`src/rtl/vga_timing_gen.sv`:
```
// Purpose : VGA raster timing generator with a clock-enable pixel divider (no derived clock).
// Latency : every decoded output is a flop loaded on the tick edge from the next counter values.
// Flow    : no backpressure; enable low freezes the divider, counters and outputs, and forces pix_ce low.
//
// Ports:
//   clk_50MHz          system clock, all state on the rising edge
//   clear              asynchronous active-low reset
//   enable             run when high, freeze when low
//   pix_ce             one-cycle strobe in the first cycle of each new pixel position
//   h_count / v_count  current pixel x / line y
//   h_sync / v_sync    syncs at H_SYNC_POL / V_SYNC_POL active level
//   de, vblank         visible-area enable, vertical blanking
//   line_start         high for the whole pixel period of h_count==0
//   frame_start        high for the whole pixel period of (0,0)
//   frame_count        frames started since reset minus one (wraps)
module vga_timing_gen #(
    parameter int H_DISP       = 640,
    parameter int H_FP         = 16,
    parameter int H_PW         = 96,
    parameter int H_BP         = 48,
    parameter int V_DISP       = 480,
    parameter int V_FP         = 10,
    parameter int V_PW         = 2,
    parameter int V_BP         = 29,
    parameter int CLK_DIV      = 2,
    parameter bit H_SYNC_POL   = 1'b0,
    parameter bit V_SYNC_POL   = 1'b0,
    parameter int COUNTER_BITS = 16,
    parameter int FRAME_BITS   = 8
) (
    input  logic                    clk_50MHz,
    input  logic                    clear,
    input  logic                    enable,
    output logic                    pix_ce,
    output logic [COUNTER_BITS-1:0] h_count,
    output logic [COUNTER_BITS-1:0] v_count,
    output logic                    h_sync,
    output logic                    v_sync,
    output logic                    de,
    output logic                    vblank,
    output logic                    line_start,
    output logic                    frame_start,
    output logic [FRAME_BITS-1:0]   frame_count
);

    localparam int H_TOTAL = H_DISP + H_FP + H_PW + H_BP;
    localparam int V_TOTAL = V_DISP + V_FP + V_PW + V_BP;
    localparam int DIV_W   = (CLK_DIV > 1) ? $clog2(CLK_DIV) : 1;

    typedef logic [COUNTER_BITS-1:0] cnt_t;

    localparam cnt_t H_LAST       = cnt_t'(H_TOTAL - 1);
    localparam cnt_t V_LAST       = cnt_t'(V_TOTAL - 1);
    localparam cnt_t H_DISP_C     = cnt_t'(H_DISP);
    localparam cnt_t V_DISP_C     = cnt_t'(V_DISP);
    localparam cnt_t H_SYNC_START = cnt_t'(H_DISP + H_FP);
    localparam cnt_t H_SYNC_END   = cnt_t'(H_DISP + H_FP + H_PW);
    localparam cnt_t V_SYNC_START = cnt_t'(V_DISP + V_FP);
    localparam cnt_t V_SYNC_END   = cnt_t'(V_DISP + V_FP + V_PW);

    localparam logic [DIV_W-1:0] DIV_LAST = DIV_W'(CLK_DIV - 1);

    // Elaboration-time sanity checks on the parameter set.
    if (CLK_DIV < 1) begin : g_bad_clk_div
        $error("vga_timing_gen: CLK_DIV must be at least 1");
    end
    if ($clog2(H_TOTAL) > COUNTER_BITS || $clog2(V_TOTAL) > COUNTER_BITS) begin : g_bad_counter_bits
        $error("vga_timing_gen: COUNTER_BITS too narrow for H_TOTAL-1 / V_TOTAL-1");
    end

    logic [DIV_W-1:0] div;
    logic             tick;
    logic             h_wrap;
    logic             v_wrap;
    cnt_t             h_next;
    cnt_t             v_next;
    logic             h_sync_region;
    logic             v_sync_region;

    // With CLK_DIV=1 DIV_LAST is 0 and div never leaves 0, so every enabled edge ticks.
    assign tick = enable && (div == DIV_LAST);

    // Next raster position; the decoded flops are loaded from these so they
    // always agree with the counters they are loaded alongside.
    always_comb begin
        h_wrap = (h_count == H_LAST);
        v_wrap = (v_count == V_LAST);
        h_next = h_wrap ? '0 : h_count + cnt_t'(1);
        v_next = v_count;
        if (h_wrap) begin
            v_next = v_wrap ? '0 : v_count + cnt_t'(1);
        end
        h_sync_region = (h_next >= H_SYNC_START) && (h_next < H_SYNC_END);
        v_sync_region = (v_next >= V_SYNC_START) && (v_next < V_SYNC_END);
    end

    // Reset parks the raster on the last pixel of the last line so the first
    // tick lands on (0,0) and rolls frame_count from all-ones to zero.
    always_ff @(posedge clk_50MHz or negedge clear) begin
        if (!clear) begin
            div         <= '0;
            pix_ce      <= 1'b0;
            h_count     <= H_LAST;
            v_count     <= V_LAST;
            frame_count <= '1;
            h_sync      <= ~H_SYNC_POL;
            v_sync      <= ~V_SYNC_POL;
            de          <= 1'b0;
            vblank      <= 1'b1;
            line_start  <= 1'b0;
            frame_start <= 1'b0;
        end else begin
            pix_ce <= tick;
            if (enable) begin
                div <= tick ? '0 : div + DIV_W'(1);
            end
            if (tick) begin
                h_count <= h_next;
                v_count <= v_next;
                if (h_wrap && v_wrap) begin
                    frame_count <= frame_count + FRAME_BITS'(1);
                end
                h_sync      <= h_sync_region ? H_SYNC_POL : ~H_SYNC_POL;
                v_sync      <= v_sync_region ? V_SYNC_POL : ~V_SYNC_POL;
                de          <= (h_next < H_DISP_C) && (v_next < V_DISP_C);
                vblank      <= (v_next >= V_DISP_C);
                line_start  <= (h_next == '0);
                frame_start <= (h_next == '0) && (v_next == '0);
            end
        end
    end

endmodule

```
`config.mk`:
```
export PLATFORM = sky130hd
export DESIGN_NAME = vga_timing_gen
export DESIGN_NICKNAME = d
export VERILOG_FILES = /design/src/rtl/vga_timing_gen.sv
export SDC_FILE = /design/constraint.sdc
export NUM_CORES = 1
export LEC_CHECK = 0
export ABC_AREA = 1
export ABC_CLOCK_PERIOD_IN_PS = 4000
export BUFFER_PORTS_ARGS = -buffer_cell sky130_fd_sc_hd__buf_2
export CAP_MARGIN = 30
export CELL_PAD_IN_SITES_DETAIL_PLACEMENT = 0
export CELL_PAD_IN_SITES_GLOBAL_PLACEMENT = 1
export CORE_UTILIZATION = 44
export CTS_CLUSTER_SIZE = 8
export DETAILED_ROUTE_END_ITERATION = 6
export PLACE_DENSITY = 0.94
export SETUP_SLACK_MARGIN = 0.02
export SYNTH_ARGS = -nofsm -noshare
export SYNTH_HDL_FRONTEND = slang
export SYNTH_SLANG_ARGS = --single-unit
```
`constraint.sdc`:
```
create_clock -name clk_50MHz -period 4 [get_ports clk_50MHz]
set_clock_uncertainty 0.05 [all_clocks]
set_input_delay 0 -clock clk_50MHz [delete_from_list [all_inputs] [get_ports clk_50MHz]]
set_output_delay 0 -clock clk_50MHz [all_outputs]
set_load 0.03 [all_outputs]
```
; Word-level counts from Yosys, hierarchy flattened
; Index checks and enable logic that the tools add are counted.
[word_totals]
input_bits = 3
latchBits = 0
elab_cells = 39
ram_bits = 0
regBits = 48
mem_count = 0
rom_bits = 0
[op_classes]
n_mux = 6
multipliers = 0
eq_ne = 2
n_lt_le_gt_ge = 7
n_addsub = 4
reduce_logical = 9
shift = 0
n_div = 0
n_bitwise = 0
[op_table]
columns = op, n
row1 = 2-to-1 mux 16 bit, 3
row2 = adder 16 x 1 -> 16 bit (second input constant), 2
row3 = == test 16 x 10 -> 1 bit (second input constant), 2
row4 = greater-or-equal comparator 16 x 9 -> 1 bit (second input constant), 2
row5 = zero test 16 bit, 2
row6 = less-than comparator 16 x 10 -> 1 bit (second input constant), 2
row7 = less-than comparator 16 x 9 -> 1 bit (second input constant), 2
row8 = greater-or-equal comparator 16 x 10 -> 1 bit (second input constant), 1
row9 = adder 8 x 1 -> 8 bit (second input constant), 1
row10 = logical AND 1 bit, 6
row11 = 2-to-1 mux 1 bit, 3
row12 = AND reduction 2 bit, 1
row13 = adder 1 bit (second input constant), 1

; Depth between registers and ports, before layout
[depth]
depth_word = 6
mapped_depth = 15
ltp_nobuf = 14

; Worst setup path after synthesis
; No wires, ideal clock.
[synth_timing]
kind = register to register
start = register h_count[1]
end = register v_sync
t_arrival_ps = 1954
slack_ps = 1920
required_ps = 3874
path_buffers = 1
stages_incl_launch_ff = 14
path_cell_list = dfstp_2 > ha_1 > nand2_2 > nor2_4 > nand3_2 > nor2_4 > buf_6 > nand3_1 > nand2_2 > nand3_1 > nor2_1 > nand2_1 > nor2_1 > nor2_1
[synth_between]
elab_chain_len = 5
elab_cells_between_ends = 6
classes_between = 2 x order compare / 1 x eq/ne / 2 x mux / 1 x reduce/logical
[synth_rtl]
columns = element, line
row1 = from (decl), 35  ; output logic [COUNTER_BITS-1:0] h_count,
row2 = from (signal assigned), 118  ; h_count <= h_next;
row3 = == test 16 x 10 -> 1 bit (*), 86  ; h_wrap = (h_count == H_LAST);
row4 = 2-to-1 mux 16 bit (*), 90  ; if (h_wrap) begin
row5 = greater-or-equal comparator 16 x 9 -> 1 bit / less-than comparator 16 x 9 -> 1 bit (equally long branches), 94  ; v_sync_region = (v_next >= V_SYNC_START) && (v_next < V_SYNC_END);
row6 = logical AND 1 bit (*), 94
row7 = 2-to-1 mux 1 bit (*), 124  ; v_sync <= v_sync_region ? V_SYNC_POL : ~V_SYNC_POL;
row8 = to (signal assigned), 107  ; v_sync <= ~V_SYNC_POL;
row9 = to (signal assigned), 124
row10 = to (decl), 38  ; output logic v_sync,
; Mark *: on every way between the ends. The rest lies on a longest branch, timed or not.
; A chain may end at the register's enable or synchronous reset.

; Worst setup path after layout
[layout_timing]
start = register h_count[1]
end = register vblank
[layout_between]
elab_chain_len = 3
[layout_rtl]
columns = element, line
row1 = == test 16 x 10 -> 1 bit, 86
row2 = 2-to-1 mux 16 bit, 90
row3 = greater-or-equal comparator 16 x 9 -> 1 bit, 126  ; vblank <= (v_next >= V_DISP_C);
row4 = to (signal assigned), 126
row5 = to (decl), 40  ; output logic vblank,
; No other way between the ends.

==> summary.txt <==
STA
  – Sum Neg Setup Slack: 0 ns
  – WHS: 0.274 ns
  – Pins over their slew limit: 0
  – Max-slew headroom: 58.2%
  – RSZ-0062 raised after global routing: no
  – Pin slew with the least headroom to its limit: 0.627 ns
  – Final worst slack: 1.67 ns
  – Count of final hold-check violations: 0
  – Final Setup Violations: 0
  – FMAX: 429 MHz
  – Fin crit period: 2.33 ns
  – Final Cycle Share: about three fifths

Final layout
  – Final Net Count: 550
  – Layout area overhead: 14.6%
  – Layout cell share with drive strength beyond 1: 19.7%
  – Ant diodes: 0

Clock tree
  – CTS Buffer Depth: 2
  – CTS tree: yes
  – CTS root buf: clkbuf_8
  – TritonCTS buffer count: 5
  – Clock sinks: 48
  – Clock H-tree levels: 2
  – Clock slew at reported path FFs: about 0.10 ns
  – Worst-Skew Late Latency: 0.32 ns
  – Hold_buf cts: 2
  – Post-CTS setup buffer count: 0
  – Post-CTS sizing: 0

Placement
  – Post-DP HPWL: roughly 6300 um
  – IO Port Bufs: 49
  – Post-Place Setup Slack: roughly 1.7 ns
  – RD Place Congestion: 0.907

Critical path
  – Setup crit start kind: flip-flop
  – Req. time, crit path: 4.21 ns
  – Crit path DAT: 2.55 ns
  – Critical path endpoint category: flip-flop
  – Crit Path Max Fanout: 16
  – WS Path Type: reg -> reg

Power
  – Cell Pwr Density: 504 mW/mm^2
  – Leak pwr: 1.83 nW
  – Maximum vdd ir drop: 0.265 mV
  – Tot Pwr: 1.90 mW

Drt
  – Final wirelength: 8620 um
  – Via density: between 5 and 6
  – Post-route ant nets: 0
  – Total number of vias: 3330
  – Initial detailed-routing violation count: 181
  – Wire length per cell: 13.4 um
  – Remaining DRCs: 0
  – Initial DRT Pass Iterations: 5

Floorplanning
  – DIE HEIGHT: about 90 um
  – Core box area: 0.00725 sq mm
  – Initial Utilization: roughly 45%
  – DIE AREA: 0.00783 sq mm
  – Row cnt: 31
  – I/O Pins: 50
  – Chip width: 88.5 um

Global route
  – Initial antenna violation count: 0
  – Vias in the first global route: slightly above 3000
  – Congestion Overflow GR: 0
  – Largest net degree at the start of global routing: 49
  – Total track usage: between 20% and 30%
  – First-pass GRT wire length: 14300 um

Logic synthesis
  – Syn nets: 502
  – Warnings from Yosys: 0
  – Post-Syn Area: 0.00329 sq mm
  – Flops & latches, synth: 48
  – Sequential area share after synthesis: around 37%
  – Syn_area_per_cell: 6.65 sq um
  – Post-Synthesis Cells: 495
  – Post-synth cell types: 30

Hold path
  – Hold Path Class: in -> async

Job
  – Max Cap Viol: 0

Outcome
  – Status: finished clean
path summary, 6_finish.rpt:
| path | from | to | slack (ns) | cells after the start |
|---|---|---|---|---|
| setup reg to reg | h_count[1] | vblank | 1.67 | 13 |
| min in group clk_50MHz | enable | div | 0.42 | 4 |
| setup / recovery | h_count[1] | vblank | 1.67 | 13 |
| hold / removal | clear | h_count[11] | 0.27 | 3 |
| max in group asynchronous | clear | de | 3.22 | 3 |
| hold reg to reg | frame_count[7] | frame_count[7] | 0.43 | 2 |
cell usage in the layout (no fill, tap or decap), types with 4 or more instances in the layout:
cell / n
dfrtp_1: 28
inv_1: 48
nand3_1: 50
nand2_2: 8
nand2_1: 158
nand4_1: 18
inv_2: 4
buf_2: 49
xnor2_1: 4
clkbuf_8: 5
nor2_2: 7
dfstp_2: 20
xor2_1: 8
ha_1: 4
o21ai_0: 35
nor2_1: 69
registers in the layout, summed over array words and instances (netlist names):
name         count
vblank           1
v_sync           1
h_sync           1
de               1
v_count         16
h_count         16
frame_start      1
frame_count      8
pix_ce           1
div              1
line_start       1
cell type report:
cell class | instances | area [sq um]
fillers | 755 | 3480
repair buffers | 54 | 288
multi-input cells | 382 | 1800
clock buffers | 5 | 68.8
inverters | 52 | 195
clock inverters | 3 | 68.8
flip-flops and latches | 48 | 1230
well taps | 99 | 124
power breakdown:
| part | switching [mW] | total [mW] | internal (mW) |
|---|---|---|---|
| logic | 0.510 | 0.726 | 0.216 |
| registers | 0.137 | 0.732 | 0.595 |
| clock network | 0.190 | 0.442 | 0.252 |
layer usage:
layer | global-route usage [%] | up-vias | routed length [um]
li1 | - | 1668 | -
met5 | 0 | - | 0
met2 | 39.5 | 98 | 4080
met3 | 3.26 | 19 | 477
met1 | 30.9 | 1545 | 3860
met4 | 9.68 | 0 | 201
logic make-up after synthesis:
| logic type | after synthesis | synth area share (%) |
|---|---|---|
| AOI/OAI and AO/OA | 42 | 6.43 |
| xor gates and xnor gates | 12 | 3.19 |
| adders and majority gates | 4 | 1.52 |
| buffers and inverters | 65 | 8.06 |
| DFF | 48 | 37.3 |
| muxes | 1 | 0.342 |
| and+or+nand+nor | 323 | 43.2 |
synth_stat cells:
master / number / area share (%)
a21oi_1: 3 / 0.46
nand4_1: 18 / 3.4
dfstp_2: 20 / 16
nand2_1: 158 / 18
buf_6: 2 / 0.68
nand3_2: 1 / 0.30
buf_2: 2 / 0.30
nand2_2: 8 / 1.5
mux2_2: 1 / 0.34
nand3_1: 50 / 7.6
o21ai_1: 3 / 0.46
nor2_1: 69 / 7.9
or2_2: 1 / 0.19
dfrtp_1: 28 / 21
o21ai_0: 35 / 5.3
xnor2_1: 4 / 1.1
nor3b_1: 1 / 0.23
nor2_2: 7 / 1.3
a31oi_1: 1 / 0.19
buf_1: 1 / 0.11
inv_1: 48 / 5.5
inv_2: 4 / 0.46
buf_4: 1 / 0.23
nor2_4: 3 / 1.0
nor3_1: 2 / 0.30
xor2_1: 8 / 2.1
ha_1: 4 / 1.5
nand3b_1: 3 / 0.68
clkbuf_1: 7 / 0.80
nand2_4: 2 / 0.68
critical path: stages (launching register included):
cell and delay (ns):
dfstp_2 0.57, ha_1 0.18, nand2_2 0.10, nor2_4 0.16, nand3_2 0.11, nor2_4 0.44
nand3_1 0.20, nand2_1 0.13, nor2_1 0.05, nand2_1 0.07, nor2_2 0.05, nand2_1 0.06
nand2_1 0.05, nand2_1 0.07
stage by stage:
step                cells  area, sq um  utilization, %
floorplan             495         3290               -
global placement      633         3610            49.8
detailed placement    633         3610            49.8
CTS                   643         3770            52.0
global route          643         3770            52.0
finish                643         3770            52.0
(Power assumes the default switching activity.)
